--- src/rtl/demux1_4_reg.sv ---
// Registered 1-to-4 demultiplexer with a valid/ready handshake and one holding register per channel.
// Optional per-channel output-transfer counters are built when DEMUX_CNT_EN is defined.
module demux1_4_reg #(
  parameter int bus_width = 16
) (
  input  logic                 clk,
  input  logic                 rst_n,
  input  logic [bus_width-1:0] d_i,
  input  logic [1:0]           s_i,
  input  logic                 in_valid_i,
  output logic                 in_ready_o,
  output logic [bus_width-1:0] y0_o,
  output logic [bus_width-1:0] y1_o,
  output logic [bus_width-1:0] y2_o,
  output logic [bus_width-1:0] y3_o,
  output logic [3:0]           out_valid_o,
  input  logic [3:0]           out_ready_i
`ifdef DEMUX_CNT_EN
  ,
  output logic [31:0]          cnt_o
`endif
);

  logic [bus_width-1:0] y_q [4];
  logic [bus_width-1:0] y_d [4];
  logic [3:0]           valid_q;
  logic [3:0]           valid_d;
  logic                 in_ready_s;
  logic                 load_s;
  logic [3:0]           drain_s;

  // Accept unless the selected channel is occupied and its consumer is stalled.
  always_comb begin
    in_ready_s = 1'b0;
    case (s_i)
      2'd0:    in_ready_s = !valid_q[0] || out_ready_i[0];
      2'd1:    in_ready_s = !valid_q[1] || out_ready_i[1];
      2'd2:    in_ready_s = !valid_q[2] || out_ready_i[2];
      2'd3:    in_ready_s = !valid_q[3] || out_ready_i[3];
      default: in_ready_s = 1'b0;
    endcase
  end

  assign in_ready_o = in_ready_s;
  assign load_s     = in_valid_i && in_ready_s;
  assign drain_s    = valid_q & out_ready_i;

  // Per-channel next state: a load wins over a drain, so drain+refill keeps valid high.
  always_comb begin
    for (int k = 0; k < 4; k++) begin
      y_d[k]     = y_q[k];
      valid_d[k] = valid_q[k];
      if (load_s && (s_i == 2'(k))) begin
        y_d[k]     = d_i;
        valid_d[k] = 1'b1;
      end else if (drain_s[k]) begin
        valid_d[k] = 1'b0;
      end else begin
        valid_d[k] = valid_q[k];
      end
    end
  end

  // Holding registers and valid flags.
  always_ff @(posedge clk or negedge rst_n) begin
    if (!rst_n) begin
      for (int k = 0; k < 4; k++) begin
        y_q[k] <= '0;
      end
      valid_q <= 4'b0000;
    end else begin
      for (int k = 0; k < 4; k++) begin
        y_q[k] <= y_d[k];
      end
      valid_q <= valid_d;
    end
  end

  assign y0_o        = y_q[0];
  assign y1_o        = y_q[1];
  assign y2_o        = y_q[2];
  assign y3_o        = y_q[3];
  assign out_valid_o = valid_q;

`ifdef DEMUX_CNT_EN
  logic [7:0] cnt_q [4];
  logic [7:0] cnt_d [4];

  // Each counter advances (wrapping) on its channel's output transfer.
  always_comb begin
    for (int k = 0; k < 4; k++) begin
      if (drain_s[k]) begin
        cnt_d[k] = cnt_q[k] + 8'd1;
      end else begin
        cnt_d[k] = cnt_q[k];
      end
    end
  end

  // Counter registers.
  always_ff @(posedge clk or negedge rst_n) begin
    if (!rst_n) begin
      for (int k = 0; k < 4; k++) begin
        cnt_q[k] <= 8'd0;
      end
    end else begin
      for (int k = 0; k < 4; k++) begin
        cnt_q[k] <= cnt_d[k];
      end
    end
  end

  assign cnt_o = {cnt_q[3], cnt_q[2], cnt_q[1], cnt_q[0]};
`endif

endmodule

--- config.mk ---
export PLATFORM = sky130hd
export DESIGN_NAME = demux1_4_reg
export DESIGN_NICKNAME = d
export VERILOG_FILES = /design/src/rtl/demux1_4_reg.sv
export SDC_FILE = /design/constraint.sdc
export NUM_CORES = 1
export LEC_CHECK = 0
export ABC_AREA = 1
export BUFFER_PORTS_ARGS = -buffer_cell sky130_fd_sc_hd__buf_2
export CAP_MARGIN = 20
export CORE_UTILIZATION = 45
export DETAILED_ROUTE_END_ITERATION = 8
export PLACE_DENSITY = 0.85
export SYNTH_ARGS = -nofsm -noshare
export SYNTH_HDL_FRONTEND = slang
export SYNTH_SLANG_ARGS = --single-unit
export TNS_END_PERCENT = 10
--- constraint.sdc ---
create_clock -name clk -period 1.49 [get_ports clk]
set_clock_uncertainty 0.2 [all_clocks]
set_input_delay 0.2235 -clock clk [delete_from_list [all_inputs] [get_ports clk]]
set_output_delay 0.2235 -clock clk [all_outputs]
set_load 0.01 [all_outputs]
==> results.tsv, run 1 <==
stage	metric	value	unit
route	Detailed Routing Iterations Pass 1	6	
setup_path	Critical Path RT	1070	ps
power_and_ir_drop	Power, Total	5.174	mW
route	WL/cell	16.72	microns
die	core box area	0.006314	sq mm
cts	TritonCTS clock tree	done	
setup_path	Critical Path End Type	output port	
timing	final worst setup slack	-104.2	ps
global_route	largest net degree at the start of global routing	69	
finish	fill count	509	
hold_path	min-delay worst type	in2reg	
run_status	failing checks	setup timing	
cts	clock sink count	68	
yosys	synth warn	0	
cts	CTS Buf Count	9	
route	ANT nets after route	0	
power_and_ir_drop	pwr dens	1292	mW/mm^2
setup_path	crit-path cells	nand2_2 > nand2_2 > nand4_4 > buf_6	
finish	antenna cell count	0	
finish	Final Instance Count excl. Fillers	516	
route	DRC errors left	0	
setup_path	crit start category	register	
job	max cap viols	0	
cts	# H-tree levels	3	
timing	unrepaired setup endpoints after global routing	yes	
yosys	Mean Syn Cell Area	9.422	sq um
yosys	top post-synthesis cells by area	dfrtp_1 58%, nand2_1 18%, nand4_1 14%	
yosys	Cells after Synth	311	
route	final WL	8628	microns
yosys	syn nets	336	
cts	Longest Clk Path Bufs	2	
route	Via density	5.624	
global_route	Overflow after GRT	0	
cts	Clk Latency, worst-skew pair	340	ps
yosys	Mapped Area	0.002930	sq mm
die	die footprint	0.006838	sq mm
place	Inst Count DP	475	
global_route	gr usage total	26.88	%
timing	Worst Hold Slack	69.86	ps
finish	Final Net Count	460	
yosys	Post-synth EDFFs	0	
yosys	post-synth top area share	58.07	%
run_status	outcome	complete, but fails checks	
setup_path	Bufs and invs on worst path	1	
global_route	first-pass GRT wire length	13390	microns
yosys	Synth Register Bits	68	
timing	Setup Viol. Count Final	50	
die	die width	82.70	microns
timing	Final Cycle Share	107.0	%
setup_path	CP top delay family	flip-flops	
finish	fraction of layout cells with a size suffix above 1	34.17	%
power_and_ir_drop	VDD IR max	0.6746	mV
setup_path	Critical Path Slowest Stage Cell	dfrtp_1	
die	Initial Util	46.41	%
yosys	post-synth cell types	14	
setup_path	Worst Path Arrival	1170	ps
yosys	Synth async-reset ratio	100.0	%
global_route	initial antenna violation count	0	
timing	fmax	0.6273	GHz
setup_path	CP dominant cell by count	nand2_2	
setup_path	slowest stage delay, CP	360	ps
yosys	leading area contributor after synthesis	dfrtp_1	
power_and_ir_drop	Lkg Pwr	2.181	nW
finish	Final Util	63.44	%
setup_path	path type of the worst setup path	reg2out	
place	dpl hpwl	5223	microns
timing	minimum clock period	1594	ps
die	Site Rows	29	
die	Ports	94	
timing	Final Hold Vio Count	0	
yosys	most common cell in the netlist	nand2_1	
die	Die H	82.70	microns
yosys	top_reg_cell synth	dfrtp_1	
cts	CTS root buffer	clkbuf_8	
cts	Worst-path clk slew	70	ps
place	DP Worst Slack	-125.9	ps
yosys	Synth top cells by count	139 x nand2_1, 68 x dfrtp_1, 64 x nand4_1	
setup_path	crit path max fanout	2	
timing	Slew Limit Fails	0	
finish	area grow syn2layout	36.68	%
place	routability cong.	0.8435	
route	via count	2902	
yosys	Seq/Total Area, Yosys	58.07	%
timing	Tightest Pin Transition	541.1	ps
timing	Worst slew margin	63.93	%
place	input/output buffers	93	
global_route	vias in the first global route	2677	
route	Starting DRT DRC Count	317	
==> report_power, final <==
| group | total (mW) | switching, mW | internal [mW] |
|---|---|---|---|
| Clock | 1.33 | 0.647 | 0.681 |
| Sequential | 2.45 | 0.229 | 2.22 |
| Combinational | 1.39 | 0.822 | 0.573 |
| Total | 5.17 | 1.70 | 3.48 |
==> final cells by class <==
cell class	count	area, sq um	share of cell area, %
multi-input cells	217	1147	28.65
repair buffers	132	864.6	21.59
clock buffers	13	158.9	3.968
well taps	77	96.34	2.405
clock inverters	2	10.01	0.2499
inverters	7	26.28	0.6560
flip-flops and latches	68	1702	42.49
==> worst paths after layout <==
kind	from	to	slack (ps)	cells after the start
max	out_valid_o[0]	in_ready_o	-100	4
min	out_ready_i[1]	out_valid_o[1]	70	5
max reg2reg	out_valid_o[0]	y3_o[4]	-70	7
min reg2reg	y1_o[7]	y1_o[7]	270	2
max in group asynchronous	rst_n	out_valid_o[1]	560	3
min in group asynchronous	rst_n	y3_o[9]	230	3
==> routing by layer <==
layer / vias to the layer above / track usage, % / wire (microns) / part of all wire [%]
li1: 1311 / - / - / -
met1: 1369 / 37.19 / 3617 / 42
met2: 192 / 38.44 / 4010 / 46
met3: 30 / 5.275 / 673 / 7.8
met4: 0 / 17.24 / 327 / 3.8
met5: - / 0 / 0 / 0
==> per-stage QoR <==
step	area [sq um]	setup TNS, ps
after floorplan	2938	-208.3
after CTS	3983	-1952
after detailed placement	3505	-5348
after global placement	3505	-3010
after global routing	4005	-4950
final	4005	-1234
==> worst reg2reg max path: stages (launching register included) <==
cell and delay [ps]:
dfrtp_1 390, nand2_2 90, nand2_2 80, nand4_4 130
buf_12 190, buf_8 180, nand4_1 130, nand2_1 100
==> cell usage in the layout (no fill, tap or decap) <==
| cell | synthesis | routed |
|---|---|---|
| clkbuf_8 | 0 | 11 |
| buf_4 | 0 | 15 |
| buf_6 | 5 | 1 |
| dlygate4sd3_1 | 0 | 19 |
| buf_2 | 10 | 92 |
| inv_1 | 4 | 4 |
| dfrtp_1 | 68 | 68 |
| nor2_4 | 2 | 3 |
| nand4_4 | 1 | 1 |
| nand2_1 | 139 | 132 |
| nand3_4 | 4 | 8 |
| buf_8 | 1 | 2 |
| clkinv_2 | 0 | 2 |
| nand2_2 | 2 | 9 |
| buf_12 | 0 | 3 |
| inv_2 | 3 | 3 |
| nand4_1 | 64 | 64 |
| clkbuf_1 | 7 | 2 |
==> state kept, by name, indices dropped and copies added (netlist names) <==
signal,count
y2_o,16
y3_o,16
y1_o,16
out_valid_o,4
y0_o,16
==> cell families after synthesis <==
family,share of synthesized area [%]
DFF,58.07
and+or+nand+nor,35.99
buffers and inverters,5.935
==> repair_timing <==
item	in CTS	in global routing
setup buffers	3	0
gates resized for setup	14	5
hold buffers	19	0
pin swaps	9	1
cloned	4	0
hold endpoints to repair	129	0
endpoints found under the setup margin	67	66
No activity file was read; power rests on OpenSTA's default activity.
==> inputs of run 2 (changes only) <==
--- a/config.mk
+++ b/config.mk
@@ -11,6 +11,7 @@
 export CORE_UTILIZATION = 45
 export DETAILED_ROUTE_END_ITERATION = 8
 export PLACE_DENSITY = 0.85
+export REMOVE_ABC_BUFFERS = 1
 export SYNTH_ARGS = -nofsm -noshare
 export SYNTH_HDL_FRONTEND = slang
 export SYNTH_SLANG_ARGS = --single-unit
==> results.tsv, run 2 (same netlist as run 1, synthesis figures left out) <==
stage	metric	value	unit
power_and_ir_drop	pwr dens	1295	mW/mm^2
timing	Tightest Pin Transition	498.3	ps
cts	TritonCTS clock tree	done	
finish	most common cell after layout, fill and taps aside	nand2_1	
route	DRC errors left	0	
setup_path	CP top delay family	flip-flops	
global_route	global routing's busiest layer	met2	
finish	Design Area, Final	0.004041	sq mm
cts	CTS root buffer	clkbuf_8	
global_route	Overflow after GRT	0	
timing	minimum clock period	1686	ps
die	Initial Util	46.41	%
place	dpl hpwl	5105	microns
hold_path	hold path cells	3	
die	Die H	82.70	microns
place	Placed Area	0.003472	sq mm
timing	Worst slew margin	66.78	%
cts	Longest Clk Path Bufs	2	
setup_path	crit-path cells	nand2_2 > nand2_2 > nand4_4 > buf_12 > buf_6	
hold_path	worst hold start	in_valid_i	
die	core box area	0.006314	sq mm
route	ANT nets after route	0	
finish	antenna cell count	0	
global_route	gr usage total	25.57	%
setup_path	r2r setup slk	-130	ps
setup_path	crit path max fanout	3	
setup_path	crit start category	register	
route	via count	2840	
timing	unrepaired setup endpoints after global routing	yes	
timing	Final Cycle Share	113.2	%
setup_path	Critical Path RT	1070	ps
power_and_ir_drop	Lkg Pwr	2.193	nW
finish	area grow syn2layout	37.92	%
setup_path	Worst R2R Start	out_valid_o[3]	
global_route	vias in the first global route	2578	
die	Site Rows	29	
global_route	initial antenna violation count	0	
timing	Setup Viol. Count Final	67	
place	input/output buffers	93	
route	WL/cell	16.93	microns
place	routability cong.	0.7528	
setup_path	path type of the worst setup path	reg2out	
global_route	largest net degree at the start of global routing	69	
run_status	failing checks	setup timing	
cts	# H-tree levels	3	
setup_path	Critical Path End Type	output port	
finish	Final Net Count	460	
timing	Final Hold Vio Count	0	
die	die width	82.70	microns
cts	Worst-path clk slew	70	ps
route	final WL	8738	microns
route	Via density	5.504	
finish	fraction of layout cells with a size suffix above 1	33.71	%
run_status	outcome	complete, but fails checks	
global_route	met3 usage	7.802	%
setup_path	R2R depth	7	
timing	fmax	0.5931	GHz
power_and_ir_drop	VDD IR max	0.6985	mV
cts	clock sink count	68	
route	Detailed Routing Iterations Pass 1	5	
setup_path	Bufs and invs on worst path	2	
timing	Slew Limit Fails	0	
global_route	met1 global-route usage	32.79	%
hold_path	Hold EP	y2_o[7]	
global_route	Global Route met2 Usage	39.84	%
timing	final worst setup slack	-196.0	ps
cts	CTS Buf Count	9	
die	Ports	94	
job	max cap viols	0	
power_and_ir_drop	Power, Total	5.235	mW
finish	most frequent cells in the layout	133 x nand2_1, 92 x buf_2, 68 x dfrtp_1	
hold_path	min-delay worst type	in2reg	
setup_path	CP dominant cell by count	nand2_2	
setup_path	Worst Path Arrival	1260	ps
setup_path	Critical Path Slowest Stage Cell	dfrtp_1	
route	Starting DRT DRC Count	225	
global_route	first-pass GRT wire length	12620	microns
cts	Clk Latency, worst-skew pair	340	ps
setup_path	worst reg2reg endpoint	y1_o[9]	
setup_path	slowest stage delay, CP	360	ps
die	die footprint	0.006838	sq mm
-- run 2: changes by cell type in the layout (fill, tap and decap cells not counted), sizes merged --
cell	before	now
clkinv	2	1
clkbuf	13	14
nand3	8	9
bufbuf	0	1
buf	113	109
dlygate4sd3	19	21
-- run 2: area by class of cell --
type / count / area (sq um)
clock buffers: 14 / 182.7
clock inverters: 1 / 5.005
fillers: 532 / 2272
inverters: 7 / 26.28
multi-input cells: 218 / 1150
flip-flops and latches: 68 / 1702
well taps: 77 / 96.34
repair buffers: 131 / 879.6
-- run 2: power by group --
| part | internal (mW) | switching [mW] |
|---|---|---|
| clock network | 0.775 | 0.643 |
| logic | 0.569 | 0.802 |
| registers | 2.22 | 0.222 |
| total | 3.57 | 1.67 |
-- run 2: worst reg2reg max path: cells and delay by family (launching register included) --
kind                   cells  cell delay, ps
buffers and inverters      1             240
AND/OR/NAND/NOR            6             690
flip-flops                 1             380
-- run 2: how the worst max path moves through the flow --
stage,startpoint,endpoint,slack (ps),cells past startpoint
final,out_valid_o[1],in_ready_o,-200,5
after global routing,out_valid_o[2],in_ready_o,-250,5
after CTS,out_valid_o[2],in_ready_o,-170,5
after detailed placement,s_i[1],y2_o[1],-210,8
after global placement,s_i[0],in_ready_o,-140,7
after floorplan,s_i[0],y0_o[0],-550,6
-- run 2: metrics by stage --
step	instances	hold WS, ps	TNS, ps	worst slack, ps	utilization, %
after detailed placement	470	70.64	-12360	-211.3	54.99
after CTS	512	106.3	-7853	-173.6	62.96
after global routing	516	196.4	-11520	-250.4	64.01
final	516	195.5	-6527	-196.0	64.01
after floorplan	288	-272.1	-37360	-551.4	-
after global placement	470	66.33	-7831	-140.9	54.99
-- run 2: what timing repair did --
| item | 4_1_cts | 5_1_grt |
|---|---|---|
| cloned | 2 | 4 |
| buffers inserted | 4 | 0 |
| endpoints found under the hold margin | 136 | 0 |
| setup endpoints to repair | 68 | 69 |
| hold buffers | 21 | 0 |
| pin swaps | 5 | 1 |
| resized for setup | 9 | 4 |
-- run 2: per-layer routing --
layer,vias up,wire length [microns]
li1,1310,-
met1,1370,3587
met2,143,4186
met3,17,784
met4,0,180
met5,-,0
